`src/rtl/ps2_host_tx_if.sv`:
```
// Command handshake between the game-side controller and the PS/2 host transmitter.
// The controller takes the master side; the transmitter takes the slave side.
interface ps2_host_tx_if;
   logic [7:0] tx_data;
   logic       tx_valid;
   logic       tx_ready;
   logic       busy;
   logic       done;
   logic       err;

   modport master (
      output tx_data, tx_valid,
      input  tx_ready, busy, done, err
   );

   modport slave (
      input  tx_data, tx_valid,
      output tx_ready, busy, done, err
   );
endinterface

```
`src/rtl/ps2_host_tx.sv`:
```
// PS/2 host-to-device transmitter: sends one command byte to the keyboard over the
// open-drain PS2_CLK/PS2_DATA pair and reports ACK, NACK or timeout.
module ps2_host_tx #(
   parameter int INHIBIT_CYCLES = 12000,
   parameter int SETUP_CYCLES   = 500,
   parameter int TIMEOUT_CYCLES = 2000000,
   parameter int FILTER_LEN     = 8
) (
   input  logic          clk,
   input  logic          rst,
   ps2_host_tx_if.slave  host,
   input  logic          ps2_clk_in,
   input  logic          ps2_data_in,
   output logic          ps2_clk_oe,
   output logic          ps2_data_oe
);

   localparam int MAX_PHASE = (INHIBIT_CYCLES > SETUP_CYCLES) ? INHIBIT_CYCLES : SETUP_CYCLES;
   localparam int MAX_CNT   = (TIMEOUT_CYCLES > MAX_PHASE) ? TIMEOUT_CYCLES : MAX_PHASE;
   localparam int TIMER_W   = $clog2(MAX_CNT + 1);
   localparam int FILT_W    = $clog2(FILTER_LEN + 1);

   localparam logic [TIMER_W-1:0] INHIBIT_LAST = TIMER_W'(INHIBIT_CYCLES - 1);
   localparam logic [TIMER_W-1:0] SETUP_LAST   = TIMER_W'(SETUP_CYCLES - 1);
   localparam logic [TIMER_W-1:0] TIMEOUT_LAST = TIMER_W'(TIMEOUT_CYCLES - 1);
   localparam logic [FILT_W-1:0]  FILT_LAST    = FILT_W'(FILTER_LEN - 1);
   localparam logic [3:0]         ACK_BIT      = 4'd10;

   typedef enum logic [2:0] {
      IDLE,
      INHIBIT,
      REQ,
      SHIFT,
      WAIT_IDLE
   } state_e;

   // ---------------------------------------------------------------------------
   // Input conditioning
   // ---------------------------------------------------------------------------
   logic clk_meta_q, clk_sync_q;
   logic data_meta_q, data_sync_q;
   logic filt_q, filt_d;
   logic filt_prev_q;
   logic [FILT_W-1:0] filt_cnt_q, filt_cnt_d;
   logic fall;

   // NOTE: synchronizer and filter flops reset to the idle-high line level so that
   // leaving reset never looks like a clock edge to the shifter.
   always_ff @(posedge clk) begin
      if (rst) begin
         clk_meta_q  <= 1'b1;
         clk_sync_q  <= 1'b1;
         data_meta_q <= 1'b1;
         data_sync_q <= 1'b1;
         filt_q      <= 1'b1;
         filt_prev_q <= 1'b1;
         filt_cnt_q  <= '0;
      end else begin
         clk_meta_q  <= ps2_clk_in;
         clk_sync_q  <= clk_meta_q;
         data_meta_q <= ps2_data_in;
         data_sync_q <= data_meta_q;
         filt_q      <= filt_d;
         filt_prev_q <= filt_q;
         filt_cnt_q  <= filt_cnt_d;
      end
   end

   // The filtered level flips only after FILTER_LEN consecutive disagreeing samples.
   always_comb begin
      filt_d     = filt_q;
      filt_cnt_d = '0;
      if (clk_sync_q != filt_q) begin
         if (filt_cnt_q == FILT_LAST) begin
            filt_d = clk_sync_q;
         end else begin
            filt_cnt_d = filt_cnt_q + 1'b1;
         end
      end
   end

   assign fall = filt_prev_q & ~filt_q;

   // ---------------------------------------------------------------------------
   // Transfer FSM
   // ---------------------------------------------------------------------------
   state_e               state_q, state_d;
   logic [TIMER_W-1:0]   timer_q, timer_d;
   logic [3:0]           bit_cnt_q, bit_cnt_d;
   logic [9:0]           frame_q, frame_d;
   logic                 clk_oe_q, clk_oe_d;
   logic                 data_oe_q, data_oe_d;
   logic                 done_q, done_d;
   logic                 err_q, err_d;
   logic                 timeout;

   assign timeout = (timer_q == TIMEOUT_LAST);

   // NOTE: every output of this block gets a default first, so no path can leave a
   // variable unassigned and infer a latch.
   always_comb begin
      state_d   = state_q;
      timer_d   = timer_q;
      bit_cnt_d = bit_cnt_q;
      frame_d   = frame_q;
      clk_oe_d  = clk_oe_q;
      data_oe_d = data_oe_q;
      done_d    = 1'b0;
      err_d     = 1'b0;

      unique case (state_q)
         IDLE: begin
            clk_oe_d  = 1'b0;
            data_oe_d = 1'b0;
            if (host.tx_valid) begin
               frame_d   = {1'b1, ~^host.tx_data, host.tx_data};
               bit_cnt_d = '0;
               timer_d   = '0;
               clk_oe_d  = 1'b1;
               state_d   = INHIBIT;
            end
         end

         INHIBIT: begin
            timer_d = timer_q + 1'b1;
            if (timer_q == INHIBIT_LAST) begin
               timer_d   = '0;
               data_oe_d = 1'b1;
               state_d   = REQ;
            end
         end

         REQ: begin
            timer_d = timer_q + 1'b1;
            if (timer_q == SETUP_LAST) begin
               timer_d  = '0;
               clk_oe_d = 1'b0;
               state_d  = SHIFT;
            end
         end

         // Frame bits shift out LSB first; the stop bit (1) releases the data line.
         SHIFT: begin
            timer_d = timer_q + 1'b1;
            if (timeout) begin
               clk_oe_d  = 1'b0;
               data_oe_d = 1'b0;
               err_d     = 1'b1;
               state_d   = IDLE;
            end else if (fall) begin
               bit_cnt_d = bit_cnt_q + 1'b1;
               if (bit_cnt_q == ACK_BIT) begin
                  data_oe_d = 1'b0;
                  if (data_sync_q) begin
                     err_d   = 1'b1;
                     state_d = IDLE;
                  end else begin
                     state_d = WAIT_IDLE;
                  end
               end else begin
                  data_oe_d = ~frame_q[0];
                  frame_d   = {1'b1, frame_q[9:1]};
               end
            end
         end

         WAIT_IDLE: begin
            timer_d = timer_q + 1'b1;
            if (timeout) begin
               clk_oe_d  = 1'b0;
               data_oe_d = 1'b0;
               err_d     = 1'b1;
               state_d   = IDLE;
            end else if (filt_q && data_sync_q) begin
               clk_oe_d  = 1'b0;
               data_oe_d = 1'b0;
               done_d    = 1'b1;
               state_d   = IDLE;
            end
         end

         default: begin
            clk_oe_d  = 1'b0;
            data_oe_d = 1'b0;
            state_d   = IDLE;
         end
      endcase
   end

   // NOTE: state flops use non-blocking assignments so every flop samples the values
   // from before this edge, independent of statement order.
   always_ff @(posedge clk) begin
      if (rst) begin
         state_q   <= IDLE;
         timer_q   <= '0;
         bit_cnt_q <= '0;
         frame_q   <= '0;
         clk_oe_q  <= 1'b0;
         data_oe_q <= 1'b0;
         done_q    <= 1'b0;
         err_q     <= 1'b0;
      end else begin
         state_q   <= state_d;
         timer_q   <= timer_d;
         bit_cnt_q <= bit_cnt_d;
         frame_q   <= frame_d;
         clk_oe_q  <= clk_oe_d;
         data_oe_q <= data_oe_d;
         done_q    <= done_d;
         err_q     <= err_d;
      end
   end

   assign host.tx_ready = (state_q == IDLE);
   assign host.busy     = (state_q != IDLE);
   assign host.done     = done_q;
   assign host.err      = err_q;
   assign ps2_clk_oe    = clk_oe_q;
   assign ps2_data_oe   = data_oe_q;

endmodule
```
`src/flat_wrapper.sv`:
```
// flat-port wrapper written by rule: the top's interface ports become plain ports
module ps2_host_tx_flat 
#(
   parameter int INHIBIT_CYCLES = 12000,
   parameter int SETUP_CYCLES   = 500,
   parameter int TIMEOUT_CYCLES = 2000000,
   parameter int FILTER_LEN     = 8
)
  (clk, rst, ps2_clk_in, ps2_data_in, ps2_clk_oe, ps2_data_oe, host_tx_data, host_tx_valid, host_tx_ready, host_busy, host_done, host_err);
  ps2_host_tx_if host_i ();
  input  logic clk;
  input  logic rst;
  input  logic ps2_clk_in;
  input  logic ps2_data_in;
  output logic ps2_clk_oe;
  output logic ps2_data_oe;
  input wire logic [$bits(host_i.tx_data)-1:0] host_tx_data;
  input wire logic [$bits(host_i.tx_valid)-1:0] host_tx_valid;
  output wire logic [$bits(host_i.tx_ready)-1:0] host_tx_ready;
  output wire logic [$bits(host_i.busy)-1:0] host_busy;
  output wire logic [$bits(host_i.done)-1:0] host_done;
  output wire logic [$bits(host_i.err)-1:0] host_err;
  assign host_i.tx_data = host_tx_data;
  assign host_i.tx_valid = host_tx_valid;
  assign host_tx_ready = host_i.tx_ready;
  assign host_busy = host_i.busy;
  assign host_done = host_i.done;
  assign host_err = host_i.err;
  ps2_host_tx #(.INHIBIT_CYCLES(INHIBIT_CYCLES), .SETUP_CYCLES(SETUP_CYCLES), .TIMEOUT_CYCLES(TIMEOUT_CYCLES), .FILTER_LEN(FILTER_LEN)) u_core (.clk(clk), .rst(rst), .host(host_i), .ps2_clk_in(ps2_clk_in), .ps2_data_in(ps2_data_in), .ps2_clk_oe(ps2_clk_oe), .ps2_data_oe(ps2_data_oe));
endmodule
```
`config.mk`:
```
export PLATFORM = sky130hd
export DESIGN_NAME = ps2_host_tx_flat
export DESIGN_NICKNAME = d
export VERILOG_FILES = /design/src/rtl/ps2_host_tx_if.sv /design/src/rtl/ps2_host_tx.sv /design/src/flat_wrapper.sv
export SDC_FILE = /design/constraint.sdc
export NUM_CORES = 1
export LEC_CHECK = 0
export BUFFER_PORTS_ARGS = -buffer_cell sky130_fd_sc_hd__buf_2
export CELL_PAD_IN_SITES_DETAIL_PLACEMENT = 1
export CELL_PAD_IN_SITES_GLOBAL_PLACEMENT = 2
export CORE_MARGIN = 1
export CORE_UTILIZATION = 36
export CTS_CLUSTER_SIZE = 10
export DETAILED_ROUTE_END_ITERATION = 7
export MAX_ROUTING_LAYER = met4
export PLACE_DENSITY_LB_ADDON = 0.1
export SYNTH_ARGS = -nofsm -noshare
export SYNTH_HDL_FRONTEND = slang
export SYNTH_SLANG_ARGS = --single-unit
```
`constraint.sdc`:
```
create_clock -name clk -period 2.6 [get_ports clk]
set_input_delay 0.52 -clock clk [delete_from_list [all_inputs] [get_ports clk]]
set_output_delay 0.52 -clock clk [all_outputs]
set_load 0.01 [all_outputs]
```
# Word-level counts from Yosys, hierarchy flattened
# Index checks and enable logic that the tools add are counted.
totals:
  input_bits: 13
  output_inout_bits: 6
  elab_cells: 102
  regBits: 52
op_classes:
  muxes: 41
  n_reduce_logical: 16
  add_sub_neg: 3
  n_eq_ne: 20
  n_bitwise: 7
op_table:
  columns: ["operator", "count"]
  rows:
  - ["$pmux W21 S4", 1]
  - ["$mux W21", 3]
  - ["$mux W10", 4]
  - ["$mux W3", 9]
  - ["$add A21 B1 Y21 const B", 1]
  - ["$eq A21 B14 Y1 const B", 1]
  - ["$eq A21 B21 Y1 const B", 1]
  - ["$eq A21 B9 Y1 const B", 1]
  - ["$pmux W10 S2", 1]
  - ["$mux W1", 15]
  - ["$pmux W3 S5", 1]
  - ["$mux W4", 3]
  - ["$reduce_and A4 Y1", 3]
  - ["$ne A3 B1 Y1 const B", 3]
  - ["$add A4 B1 Y4 const B", 2]
  - ["$ne A2 B1 Y1 const B", 4]
  - ["$pmux W4 S2", 1]
  - ["$reduce_xnor A8 Y1", 1]
  - ["$eq A3 B2 Y1 const B", 2]
  - ["$ne A2 B2 Y1 const B", 3]
  - ["$not A1 Y1", 6]
  - ["$reduce_and A6 Y1", 1]
  - ["$reduce_or A3 Y1", 2]
  - ["$pmux W1 S5", 1]
  - ["16 further kinds", 17]

# Depth between registers and ports, before layout
# Gate-level depths: netlist of run 1.
depth:
  depth_word: 5
  ltp_mapped: 9
  mapped_depth_nobuf: 7

# Least setup slack after synthesis of run 1
# No wires, ideal clock.
synth_path:
  kind: "register to register"
  startpoint: "register u_core.timer_q[0]"
  endpoint: "register u_core.state_q[1]"
  slack_ps: 269
  t_arrival_ps: 2257
  synth_period_minus_slack_ps: 2331
  stages_incl_launch_ff: 8
  setup_ps: 74
  n_path_buf: 0
  cell_sequence: "dfxtp_1 -> ha_1 -> or4b_1 -> nor3_2 -> a21oi_1 -> or4_4 -> or3_1 -> a31oi_1"
synth_between:
  elab_chain_len: 3
synth_rtl:
  columns: ["item", "line", "text"]
  rows:
  - ["from (decl)", "ps2_host_tx.sv:88", "logic [TIMER_W-1:0] timer_q, timer_d;"]
  - ["from (signal assigned)", "ps2_host_tx.sv:204", "timer_q <= timer_d;"]
  - ["$eq A21 B21 Y1 (tied with other cells)", "ps2_host_tx.sv:97", "assign timeout = (timer_q == TIMEOUT_LAST);"]
  - ["$ne A3 B1 Y1 (no source line) (tied with other cells)", null, null]
  - ["$reduce_and A6 Y1 (no source line) / $pmux W3 S5 (equally long branches)", null, null]
  - ["to (signal assigned)", "ps2_host_tx.sv:203", "state_q <= state_d;"]
  - ["to (decl)", "ps2_host_tx.sv:87", "state_e state_q, state_d;"]
# Parallel ways exist; a longest one is shown, timed or not.
# A chain may end at the register's enable or synchronous reset.

# Worst setup path in the final report of run 1
# Same ends and word-level chain as after synthesis.

==> metrics.txt, run 1 <==
die area=0.007492 mm²; Num CTS Buffers=5; post-route ant nets=0; TritonCTS clock tree=done; Achievable Freq=402.2 MHz; multi-input combinational cell area=0.001456 mm²; Synth Flop Type=dfxtp_1; Mapped Nets=334; fin crit period=2.486 ns; DP Area=0.002818 mm²; Synth area leader=dfxtp_1; Setup-failing EPs final=0; clock latency on the worst-skew pair=roughly 0.31 ns; Max-cap violations=0; Netlist cell types=48; hold bufs inserted after CTS=0; post_cts resized=0; metal3 WL=122 µm; type of the worst setup path=reg -> reg; area of the core=0.006832 mm²; Mean Syn Cell Area=between 8 and 9 µm²; Antenna Cells=0; wire length on met2=2804 µm; DRT iter0 DRCs=64; Post-Route WL=6275 µm; gr usage total=18.51%; RSZ-0062 raised after global routing=false; Req. time, crit path=2.83 ns; IO buf count=18; Slew @ Worst Pin=around 0.58 ns; number of synthesized flops with an enable pin=0; Layout Cell Area excl Fill=0.002925 mm²; status=finished, final reports clean; number of warnings issued by yosys=0; final hold violations=0; residual DRC count=0; Clk pin slew, worst setup/hold paths=0.10 ns; largest net degree at the start of global routing=32; Worst EP arrival=2.72 ns; first-pass GRT wire length=10670 µm; # IOs=19; VDD IR max=0.0002222 V; Chip Width=86.56 µm; grt total ovfl=0; crit-path max FO=5; initial antenna violation count=0; Post-CTS Setup Inserts=0; # fillers=867; fraction of layout cells with a size suffix above 1=12.94%; launching element type of the critical path=flop; count leader, synth=dfxtp_1; Clock Skew=0.008256 ns; H-tree depth=2; Synth Instances=317; vias in the first global route=2243; Worst setup EP type=flop; die height=~87 µm; final net count=roughly 360; Lkg Pwr=around 1.1 nW; Slew headroom=61.25%; initial core utilization=37.67%; sequential share of the synthesized area=40.45%; Root Driver=clkbuf_8; period utilization=95.62%; # rows=30; vias post-DR=2256; largest cells by area after synthesis=dfxtp_1, nor2_1, nand2_1; Synth top area share=~40%; commonest cells in the synthesized netlist=dfxtp_1, nor2_1, nand2_1, nand3_1; register area=between 0.001 and 0.0015 mm²; Synth-to-Final Area Change=13.66%; DR top layer=met4; hpwl dp=~4700 µm; final RePlAce weighted congestion=0.7643; Synth Cell Area=0.002574 mm²; cell chain of the critical path=ha_1 > nand4b_1 > nor4_1 > a211oi_1 > or4_4 > or3_1 > a31oi_1; Setup TNS=0 ns; Synth async-reset ratio=0%; Hold Crit Class=in -> reg; WL met1=about 3300 µm; Final Max Slew Viols=0; clock tree sinks=between 50 and 60; crit-path max cell delay=0.59 ns; CP max stage cell=or4_4; FF+latch count, synth=52; vias per inst=5.174; Max Buffers Root-to-Sink=2; routed len/inst=14.39 µm; Power per Cell Area=749.6 mW/mm²; Power, Total=0.002193 W; Initial DRT Pass Iterations=4
-- report_power, final --
group	internal (W)	total (W)	leakage, nW	switching, W
registers	0.000871	0.000939	0.423	0.0000676
logic	0.000285	0.000705	0.599	0.000420
clock network	0.000286	0.000549	0.0552	0.000263
-- worst max-delay path: cells and delay by family, from the launching register on --
| kind | cells | cell delay [ns] |
|---|---|---|
| adder cells (fa/ha/maj) | 1 | 0.20 |
| AND/OR/NAND/NOR | 4 | 1.51 |
| flip-flops | 1 | 0.38 |
| AO/OA/AOI/OAI | 2 | 0.33 |
-- final timing paths --
path | from | to | slack (ns) | cells past startpoint
max reg2reg | u_core.timer_q[0] | u_core.state_q[1] | 0.11 | 7
min | ps2_clk_in | u_core.clk_meta_q | 0.39 | 2
min reg2reg | u_core.data_meta_q | u_core.data_sync_q | 0.42 | 1
max | u_core.timer_q[0] | u_core.state_q[1] | 0.11 | 7
-- state kept, by name, indices dropped and copies added, names as in the netlist --
signal / flops
u_core.bit_cnt_q: 4
u_core.ps2_data_oe: 1
u_core.timer_q: 21
u_core.clk_sync_q: 1
u_core.filt_q: 1
u_core.ps2_clk_oe: 1
u_core.data_meta_q: 1
u_core.filt_cnt_q: 4
u_core.data_sync_q: 1
u_core.clk_meta_q: 1
u_core.state_q: 3
u_core.host.done: 1
u_core.host.err: 1
u_core.frame_q: 10
u_core.filt_prev_q: 1
-- cells by family after synthesis --
| kind of cell | share of synthesized area [%] |
|---|---|
| xor gates and xnor gates | 7.487 |
| muxes | 1.167 |
| adders and majority gates | 1.945 |
| AOI/OAI and AO/OA | 14.93 |
| DFF | 40.45 |
| and+or+nand+nor | 31.06 |
| buffers and inverters | 2.965 |
-- through the flow --
| stage | std cells | utilization, % | hold slack [ns] | worst slack [ns] |
|---|---|---|---|---|
| 6_report | 436 | 42.82 | 0.3937 | 0.1138 |
| 5_1_grt | 436 | 42.82 | 0.3779 | 0.006187 |
| 4_1_cts | 436 | 42.82 | 0.3844 | 0.1294 |
| 3_5_place_dp | 428 | 41.25 | 0.4043 | 0.1568 |
| 3_3_place_gp | 428 | 41.25 | 0.3982 | 0.2396 |
| 2_1_floorplan | 317 | - | 0.3895 | 0.2689 |
-- routing by layer --
metal	up-vias	track usage, %
met5	-	-
met4	0	3.636
met3	6	3.143
met2	19	29.94
met1	1059	24.46
li1	1172	-
-- layout by cell type, fill, tap and decap left out, types with 4 or more instances in the layout --
| master | count |
|---|---|
| o21ai_0 | 7 |
| nand4b_1 | 4 |
| clkbuf_8 | 5 |
| a211oi_1 | 4 |
| nand3_1 | 23 |
| xnor2_1 | 13 |
| nor3_1 | 9 |
| or2_2 | 4 |
| inv_1 | 6 |
| buf_2 | 18 |
| buf_4 | 9 |
| nand2_1 | 36 |
| ha_1 | 4 |
| dfxtp_1 | 52 |
| a311oi_1 | 9 |
| xor2_1 | 9 |
| or3_1 | 5 |
| a31oi_1 | 6 |
| nor4_1 | 4 |
| and2_1 | 6 |
| a21oi_1 | 13 |
| nand4_1 | 5 |
| nor2_1 | 48 |
-- area by class of cell --
type / count / area share [%]
clock buffer: 6 / 2.481
clock inverter: 2 / 1.198
inverter: 6 / 0.7699
multi-input combinational: 246 / 49.79
sequential: 52 / 35.59
tap: 96 / 4.106
timing repair buffer: 28 / 6.074
No activity file was read; power rests on OpenSTA's default activity.
==> run 2: changes to the inputs <==
- PLACE_DENSITY: not set -> 0.84
- PLACE_DENSITY_LB_ADDON: 0.1 -> not set
==> run 2 against run 1 <==
Net effect:
- combinational power is 0.6% higher
- final cell count is 0.69% lower
- die area stayed put
- critical path type unchanged
- first-iteration DRC count grew to 2.5 times the previous value
- hold slack better by 0.0040 ns
- via count is 2.3% higher
- critical endpoint unchanged
- largest power group unchanged
- register-to-register slack better by 0.02 ns
- setup slack better by 0.016 ns
==> metrics.txt, run 2 (synthesis gave the netlist of run 1 again) <==
hold bufs inserted after CTS=0; Req. time, crit path=2.83 ns; CP max stage cell=or4_4; RSZ-0062 raised after global routing=false; routed len/inst=14.77 µm; H-tree depth=2; Post-Route WL=approximately 6400 µm; wire length on met2=3004 µm; initial core utilization=37.67%; Clock Skew=0.007157 ns; Antenna Cells=0; Max Buffers Root-to-Sink=2; Hold Crit Class=in -> reg; Layout Cell Area excl Fill=about 0.0029 mm²; hpwl dp=approximately 4500 µm; post-route ant nets=0; most frequent cells in the layout=dfxtp_1, nor2_1, nand2_1, nand3_1, buf_2; DP Area=0.002803 mm²; fraction of layout cells with a size suffix above 1=about an eighth; Min Hold Slack=0.3977 ns; fin crit period=2.470 ns; Final Max Slew Viols=0; gr usage total=18.61%; period utilization=95.01%; # fillers=862; final hold violations=0; Top Registers=u_core.timer_q (21), u_core.frame_q (10); type of the worst setup path=reg -> reg; R2R depth=7; residual DRC count=0; vias post-DR=2309; DR top layer=met4; Worst EP arrival=between 2 and 3 ns; Worst setup EP type=flop; clock latency on the worst-skew pair=0.31 ns; end of the worst register-to-register path=u_core.state_q[1]; first-pass GRT wire length=10600 µm; Initial DRT Pass Iterations=4; Chip Width=86.56 µm; initial antenna violation count=0; # rows=30; Finished Layout Cells=433; Synth-to-Final Area Change=12.79%; die height=around 87 µm; status=finished, final reports clean; crit path to=u_core.state_q[1]; clock tree sinks=52; Setup-failing EPs final=0; launching element type of the critical path=flop; FF-to-FF Start=u_core.timer_q[1]; Setup TNS=0 ns; VDD IR max=0.0002709 V; Worst R2R Setup Slack=approximately 0.13 ns; placed insts=426; Lkg Pwr=between 1 and 1.5 nW; # IOs=19; most common cell after layout, fill and taps aside=dfxtp_1; DRT iter0 DRCs=162; crit-path max cell delay=0.54 ns; Hold Crit Start=ps2_clk_in; area of the core=~0.0068 mm²; Clk pin slew, worst setup/hold paths=about 0.090 ns; vias in the first global route=2226; WL met1=3232 µm; TritonCTS clock tree=done; final net count=~350; Max-cap violations=0; IO buf count=18; number of flip-flops under the largest register name=21; Num CTS Buffers=5; grt total ovfl=0; Slew @ Worst Pin=0.5770 ns; vias per inst=5.333; largest net degree at the start of global routing=32; Top reg by flops=u_core.timer_q; crit-path max FO=6; hold depth=2; metal3 WL=113 µm; die area=approximately 0.0075 mm²; Root Driver=clkbuf_8; Slew headroom=roughly three fifths; cell chain of the critical path=ha_2 > or4b_1 > nor3_2 > a21oi_1 > or4_4 > or3_1 > a31oi_1; final RePlAce weighted congestion=around 0.8; Power per Cell Area=741.7 mW/mm²; crit path from=u_core.timer_q[1]; Achievable Freq=404.8 MHz
[run 2: changes by cell type in the layout (fill, tap and decap cells not counted), sizes merged]
cell and delta:
buf -2, bufinv -1, clkbuf +1, clkinv -1
[run 2: worst min path at each step]
stage                               endpoint
after detailed placement  u_core.data_sync_q
after CTS                  u_core.clk_meta_q
after global routing      u_core.data_meta_q
after global placement     u_core.clk_sync_q
final                      u_core.clk_meta_q
after floorplan            u_core.clk_sync_q
[run 2: layout make-up]
class,count,area [µm²],area share (%)
well taps,96,120.1,4.138
flip-flops and latches,52,1042,35.91
repair buffers,26,162.7,5.603
multi-input cells,246,1459,50.26
inverters,6,22.52,0.7759
clock buffers,7,96.34,3.319
[run 2: per-layer routing]
layer,up-vias,global-route usage [%]
met5,-,-
met4,0,4.697
met3,2,4.000
met2,22,29.80
li1,1170,-
met1,1115,23.92
[run 2: stage by stage]
stage | setup slack, ns | utilization, % | total power [W]
floorplan | 0.2689 | - | 0.001430
global placement | 0.1684 | 41.03 | 0.001653
detailed placement | 0.1109 | 41.03 | 0.001665
CTS | 0.08389 | 42.44 | 0.002172
global route | 0.000008216 | 42.49 | 0.002307
finish | 0.1296 | 42.49 | 0.002153
[run 2: critical path, delay by kind of cell (launching register included)]
kind	cells	cell delay [ns]
compound gates	2	0.26
fa+ha+maj	1	0.25
flops	1	0.37
simple gates	4	1.53
[run 2: where the power goes]
group	switching (W)	total, W	internal, W
sequential	0.0000692	0.000942	0.000873
combinational	0.000424	0.000709	0.000286
clock	0.000264	0.000502	0.000238
total	0.000757	0.00215	0.00140
[run 2: what timing repair did]
item,4_1_cts,5_1_grt
buffers inserted,0,0
gates resized for setup,0,2
endpoints found under the setup margin,0,2
